===== src/rtl/pcie_scrambler_xn.sv =====
// ---------------------------------------------------------------------------
// pcie_scrambler_xn
//
// Purpose:
//   Multi-lane, multi-symbol-per-clock PCIe Gen1/Gen2 scrambler for the
//   8b/10b domain. Sits between the ordered-set/data mux and the 8b/10b
//   encoder on the transmit path. Each lane owns an independent 16-bit LFSR
//   (x^16 + x^5 + x^4 + x^3 + 1) that advances 8 bits per scrambled symbol.
//   Within a clock, SYMS symbols per lane are processed in time order
//   (symbol 0 first), each seeing the LFSR state left by the previous one.
//
// Symbol rules (highest priority first):
//   K + COM (BC) : pass through, LFSR reloads LFSR_SEED (even if disabled)
//   K + SKP (1C) : pass through, LFSR holds
//   lane disabled: pass through, LFSR holds
//   other K      : pass through, LFSR advances
//   D symbol     : out[i] = in[i] ^ lfsr[15-i], LFSR advances
//
// Ports:
//   clk_i              in   1              clock
//   rst_i              in   1              synchronous active-high reset
//   valid_i            in   1              input word valid
//   data_i             in   LANES*SYMS*8   lane L symbol j at [(L*SYMS+j)*8 +: 8]
//   datak_i            in   LANES*SYMS     K flag per symbol, same indexing
//   scramble_enable_i  in   LANES          per-lane scramble enable
//   valid_o            out  1              output word valid (1 clock latency)
//   data_o             out  LANES*SYMS*8   scrambled symbols (held when idle)
//   datak_o            out  LANES*SYMS     K flags aligned with data_o
//   lfsr_state_o       out  LANES*16       registered LFSR per lane (debug)
// ---------------------------------------------------------------------------
module pcie_scrambler_xn #(
    parameter int          LANES     = 4,
    parameter int          SYMS      = 2,
    parameter logic [15:0] LFSR_SEED = 16'hFFFF
) (
    input  logic                     clk_i,
    input  logic                     rst_i,
    input  logic                     valid_i,
    input  logic [LANES*SYMS*8-1:0]  data_i,
    input  logic [LANES*SYMS-1:0]    datak_i,
    input  logic [LANES-1:0]         scramble_enable_i,
    output logic                     valid_o,
    output logic [LANES*SYMS*8-1:0]  data_o,
    output logic [LANES*SYMS-1:0]    datak_o,
    output logic [LANES*16-1:0]      lfsr_state_o
);

    localparam int          NSYM    = LANES * SYMS;
    localparam logic [7:0]  SYM_COM = 8'hBC;
    localparam logic [7:0]  SYM_SKP = 8'h1C;

    // Eight serial shifts of the Galois LFSR collapsed into one parallel step.
    function automatic logic [15:0] lfsr_advance(input logic [15:0] s);
        logic [15:0] n;
        n[0]  = s[8];
        n[1]  = s[9];
        n[2]  = s[10];
        n[3]  = s[8]  ^ s[11];
        n[4]  = s[8]  ^ s[9]  ^ s[12];
        n[5]  = s[8]  ^ s[9]  ^ s[10] ^ s[13];
        n[6]  = s[9]  ^ s[10] ^ s[11] ^ s[14];
        n[7]  = s[10] ^ s[11] ^ s[12] ^ s[15];
        n[8]  = s[0]  ^ s[11] ^ s[12] ^ s[13];
        n[9]  = s[1]  ^ s[12] ^ s[13] ^ s[14];
        n[10] = s[2]  ^ s[13] ^ s[14] ^ s[15];
        n[11] = s[3]  ^ s[14] ^ s[15];
        n[12] = s[4]  ^ s[15];
        n[13] = s[5];
        n[14] = s[6];
        n[15] = s[7];
        return n;
    endfunction

    // Data bit i is keyed by LFSR bit 15-i (MSB is the first serial key bit).
    function automatic logic [7:0] scramble_byte(input logic [7:0] d,
                                                 input logic [15:0] s);
        logic [7:0] o;
        for (int i = 0; i < 8; i++) begin
            o[i] = d[i] ^ s[15-i];
        end
        return o;
    endfunction

    logic                         r_valid;
    logic [NSYM*8-1:0]            r_data;
    logic [NSYM-1:0]              r_datak;
    logic [LANES-1:0][15:0]       r_lfsr;

    logic [NSYM*8-1:0]            w_data;
    logic [LANES-1:0][15:0]       w_lfsr_next;

    // Per-lane symbol chain: the state walks through the lane's symbols in
    // time order, so a COM at symbol j already reseeds symbol j+1.
    always_comb begin
        logic [15:0] w_state;
        logic [7:0]  w_sym;
        logic        w_k;
        int          idx;
        // NOTE: every output of this block gets a default before any branch,
        // so no path can leave a value unassigned and infer a latch.
        w_data      = '0;
        w_lfsr_next = r_lfsr;
        w_state     = '0;
        w_sym       = '0;
        w_k         = 1'b0;
        idx         = 0;
        for (int l = 0; l < LANES; l++) begin
            w_state = r_lfsr[l];
            for (int j = 0; j < SYMS; j++) begin
                idx   = l * SYMS + j;
                w_sym = data_i[idx*8 +: 8];
                w_k   = datak_i[idx];
                if (w_k && (w_sym == SYM_COM)) begin
                    // COM resynchronises the receiver, so it reseeds even on
                    // a lane whose scrambling is turned off.
                    w_data[idx*8 +: 8] = w_sym;
                    w_state            = LFSR_SEED;
                end else if (w_k && (w_sym == SYM_SKP)) begin
                    // SKPs may be added/removed by retimers; they must not
                    // consume key stream.
                    w_data[idx*8 +: 8] = w_sym;
                end else if (!scramble_enable_i[l]) begin
                    w_data[idx*8 +: 8] = w_sym;
                end else if (w_k) begin
                    w_data[idx*8 +: 8] = w_sym;
                    w_state            = lfsr_advance(w_state);
                end else begin
                    w_data[idx*8 +: 8] = scramble_byte(w_sym, w_state);
                    w_state            = lfsr_advance(w_state);
                end
            end
            w_lfsr_next[l] = w_state;
        end
    end

    always_ff @(posedge clk_i) begin
        // NOTE: sequential state uses non-blocking assignments so every
        // register samples pre-edge values regardless of statement order.
        if (rst_i) begin
            r_valid <= 1'b0;
            r_data  <= '0;
            r_datak <= '0;
            r_lfsr  <= {LANES{LFSR_SEED}};
        end else begin
            r_valid <= valid_i;
            // Idle cycles freeze outputs and key stream so the sequence
            // resumes seamlessly on the next valid word.
            if (valid_i) begin
                r_data  <= w_data;
                r_datak <= datak_i;
                r_lfsr  <= w_lfsr_next;
            end
        end
    end

    assign valid_o      = r_valid;
    assign data_o       = r_data;
    assign datak_o      = r_datak;
    assign lfsr_state_o = r_lfsr;

endmodule


===== config.mk =====
export PLATFORM = sky130hd
export DESIGN_NAME = pcie_scrambler_xn
export DESIGN_NICKNAME = d
export VERILOG_FILES = /design/src/rtl/pcie_scrambler_xn.sv
export SDC_FILE = /design/constraint.sdc
export NUM_CORES = 1
export LEC_CHECK = 0
export ABC_AREA = 1
export CORE_MARGIN = 2
export CORE_UTILIZATION = 31
export DETAILED_ROUTE_END_ITERATION = 6
export PLACE_DENSITY_LB_ADDON = 0.05
export SYNTH_ARGS = -nofsm -noshare
export SYNTH_HDL_FRONTEND = slang
export SYNTH_SLANG_ARGS = --single-unit

===== constraint.sdc =====
create_clock -name clk_i -period 2.7 [get_ports clk_i]
set_input_delay 0.81 -clock clk_i [delete_from_list [all_inputs] [get_ports clk_i]]
set_output_delay 0.81 -clock clk_i [all_outputs]
set_load 0.005 [all_outputs]

==> summary.md <==
| Metric | Value |
|---|---|
| Status | finished clean |
| Worst-path clk slew | approximately 0.070 ns |
| HP Class | flip-flop to flip-flop |
| Routed wire length | 45.84 mm |
| Seq cells post-synth | 137 |
| R2R cell count | 12 |
| Hold EP | data_o[30] |
| Largest net degree at the start of global routing | between 100 and 150 |
| Slew @ Worst Pin | around 0.66 ns |
| Worst setup path class | flip-flop to output pin |
| Fin Hold WS | 0.5127 ns |
| Worst vdd ir | ~0.45 mV |
| Max transition margin | 0.5618 |
| Ant. Diodes | 0 |
| Clock Skew | about 0.012 ns |
| Worst Path Required | ~1.9 ns |
| Distinct cells, synth | 36 |
| Final antenna-violating net count | 0 |
| Slew Viols, Final | 0 |
| Post-DP HPWL | between 30 and 40 mm |
| Setup tns final | 0 ns |
| First-pass GRT wire length | 71.96 mm |
| Layout net count | between 2000 and 2500 |
| Worst R2R Start | lfsr_state_o[46] |
| Antenna violations before repair | 0 |
| Layout cells sized above 1 | 0.1708 |
| Footprint of the multi-input gates | 0.007707 mm^2 |
| Met2 wire length | 21.20 mm |
| Initial core utilization | 0.3140 |
| Full die area | ~0.039 mm^2 |
| Synth area leader | nand2_1 |
| DR WL met3 | 1.934 mm |
| Gate Count Post-Synth | just under 2000 |
| Clock Power Share | 0.321 |
| Net Sw Frac | 0.3602 |
| Minimum clock period | between 2 and 3 ns |
| Max Freq | 387.1 MHz |
| Mapped Nets | 2031 |
| Hold Fails Final Rpt | 0 |
| Clk_lat worst skew | 0.45 ns |
| Final Non-Filler Cells | 2834 |
| Die Wd | between 150 and 200 um |
| MaxCap Viol Count | 0 |
| Slowest cell delay on critical path | 0.67 ns |
| Ports | around 220 |
| RePlAce Congestion | 0.9073 |
| Wire per inst | 16.18 um |
| Worst path bufs/invs | 1 |
| CTS tree | built |
| Synth-to-layout area growth | 44.25% |
| Placed Cells | 2797 |
| Setup WS post-layout | between 0.1 and 0.15 ns |
| Yosys warns | 0 |
| Fillers | 3897 |
| Hold_sp | data_o[30] |
| Final setup violation count | 0 |
| Pre-CTS setup slack | -0.3178 ns |
| CTS root buf | clkbuf_16 |
| Combinational Power Share | 0.383 |
| Internal power | 0.005251 W |
| Rows | 70 |
| Net Sw Power | 0.002956 W |
| Post-route cell area | roughly 0.017 mm^2 |
| TritonCTS Sinks | roughly 140 |
| Register area | about 0.0027 mm^2 |
| Avg Cell Area, Syn | ~5.9 um^2 |
| CP Launch Type | flip-flop |
| Port Buf Inserts | 215 |
| Power per cell area | 494.9 mW/mm^2 |
| Via/cell ratio | 4.851 |
| Critical Path Source | lfsr_state_o[31] |
| Critical path peak fanout | 9 |
| Sequential share of the synthesized area | 0.2385 |
| Core area | 0.03661 mm^2 |
| Crit path DAT | between 1.5 and 2 ns |
| Post-synth EDFFs | 0 |
| Die height | 196.6 um |
| FF-to-FF End | lfsr_state_o[35] |
| Cts hold-fix bufs | 0 |
| Tcrit/Tclk final | 0.9568 |
| Area contributors post-synth | nand2_1 24%, dfxtp_1 24%, a21oi_1 7.7%, o21ai_0 5.4%, xor2_1 5.0% |
| CTS Buf Count | 17 |
| DR DRC count | 0 |
| Met1 wire length | 21.99 mm |
| Hold path cells | 2 |
| DR pass1 iterations | 5 |
| Max H-tree Level | 4 |
| Most used DFF post-synth | dfxtp_1 |
| Leakage | 8.335 nW |
| Vias | around 14000 |
| Top sig layer | met4 |
| Share of async-settable or async-resettable flops after synthesis | 0 |
| Sequential share of power | 0.296 |
| Vias in the first global route | 13090 |
| Longest Clk Path Bufs | 2 |
| Synth Cell Area | 0.01150 mm^2 |
| CP cell instances | clkdlybuf4s50_1 |
| Worst path top cell family by delay | buffers and inverters |
| Crit. End Element | output pin |
| Critical-path top delay cell | clkdlybuf4s50_1 |
| Total Routing Usage GR | 0.2353 |
| Initial detailed-routing violation count | 640 |
| Grt total ovfl | 0 |
| Post-DP Area | roughly 0.016 mm^2 |
| Post-synth top area share | 0.2413 |
| R2r setup slk | 0.55 ns |
==> routing by layer <==
metal	track usage	vias to the layer above
li1	-	7070
met3	0.03166	50
met5	0	-
met4	0.06711	0
met1	0.3148	6301
met2	0.3960	328
==> cell usage after synthesis, types with 35 or more instances <==
library cell	instances
xnor2_1	49
nand2_1	739
o211ai_1	35
buf_2	38
dfxtp_1	137
inv_1	143
o21ai_0	125
nand3_1	115
a21oi_1	178
xor2_1	66
clkbuf_1	51
nor2_1	115
==> logic make-up after synthesis <==
| kind of cell | Yosys count | synth area share |
|---|---|---|
| AOI/OAI and AO/OA | 372 | 0.1775 |
| xor gates and xnor gates | 115 | 0.08760 |
| buffers and inverters | 268 | 0.09685 |
| DFF | 137 | 0.2385 |
| and+or+nand+nor | 1060 | 0.3995 |
==> power groups by stage <==
| stage | combinational (W) | sequential, W | clock (W) |
|---|---|---|---|
| 2_1_floorplan | 0.00177 | 0.00237 | 0 |
| 3_3_place_gp | 0.00310 | 0.00248 | 0 |
| 3_5_place_dp | 0.00312 | 0.00248 | 0 |
| 4_1_cts | 0.00313 | 0.00243 | 0.00269 |
| 5_1_grt | 0.00351 | 0.00246 | 0.00278 |
| 6_report | 0.00314 | 0.00243 | 0.00263 |
==> sequential cells by signal, indices dropped and copies added, names as in the netlist <==
register	cells
datak_o	8
data_o	64
lfsr_state_o	64
valid_o	1
==> worst max-delay path by stage <==
| stage | endpoint | slack [ns] | cells after the start |
|---|---|---|---|
| 2_1_floorplan | lfsr_state_o[39] | 0.52 | 15 |
| 4_1_cts | lfsr_state_o[28] | 0.10 | 1 |
| 3_3_place_gp | lfsr_state_o[21] | -0.34 | 16 |
| 3_5_place_dp | data_o[29] | -0.32 | 13 |
| 5_1_grt | lfsr_state_o[42] | -0.002 | 17 |
| 6_report | lfsr_state_o[31] | 0.12 | 1 |
==> layout make-up <==
type	count	share of cell area
multi-input combinational	1547	0.4647
timing repair buffer	484	0.2590
sequential	137	0.1654
inverter	166	0.03772
tap	468	0.03531
clock buffer	21	0.02776
clock inverter	11	0.01011
==> timing repair <==
| action | 4_1_cts | 5_1_grt |
|---|---|---|
| resized for setup | 0 | 15 |
| endpoints found under the hold margin | 0 | 0 |
| endpoints found under the setup margin | 0 | 24 |
| setup buffers | 0 | 5 |
==> cells in the final DEF (no fill, tap or decap), drive strengths merged, types with 7 or more instances in the layout <==
cell type	Yosys	routed
clkbuf	51	21
xnor2	49	49
o21ai	138	138
o211ai	36	36
dfxtp	137	137
xor2	66	66
nand2	756	756
o221ai	16	16
nor2	132	132
clkdlybuf4s50	0	212
nand3	147	147
buf	51	271
a21oi	178	178
inv	161	165
nand4	10	10
nor3	7	7
==> stage by stage <==
| step | utilization | power [W] |
|---|---|---|
| after floorplan | - | 0.004147 |
| after global placement | 0.4329 | 0.005581 |
| after detailed placement | 0.4329 | 0.005594 |
| after CTS | 0.4500 | 0.008255 |
| after global routing | 0.4530 | 0.008752 |
| final | 0.4530 | 0.008207 |
No activity file was read; power rests on OpenSTA's default activity.
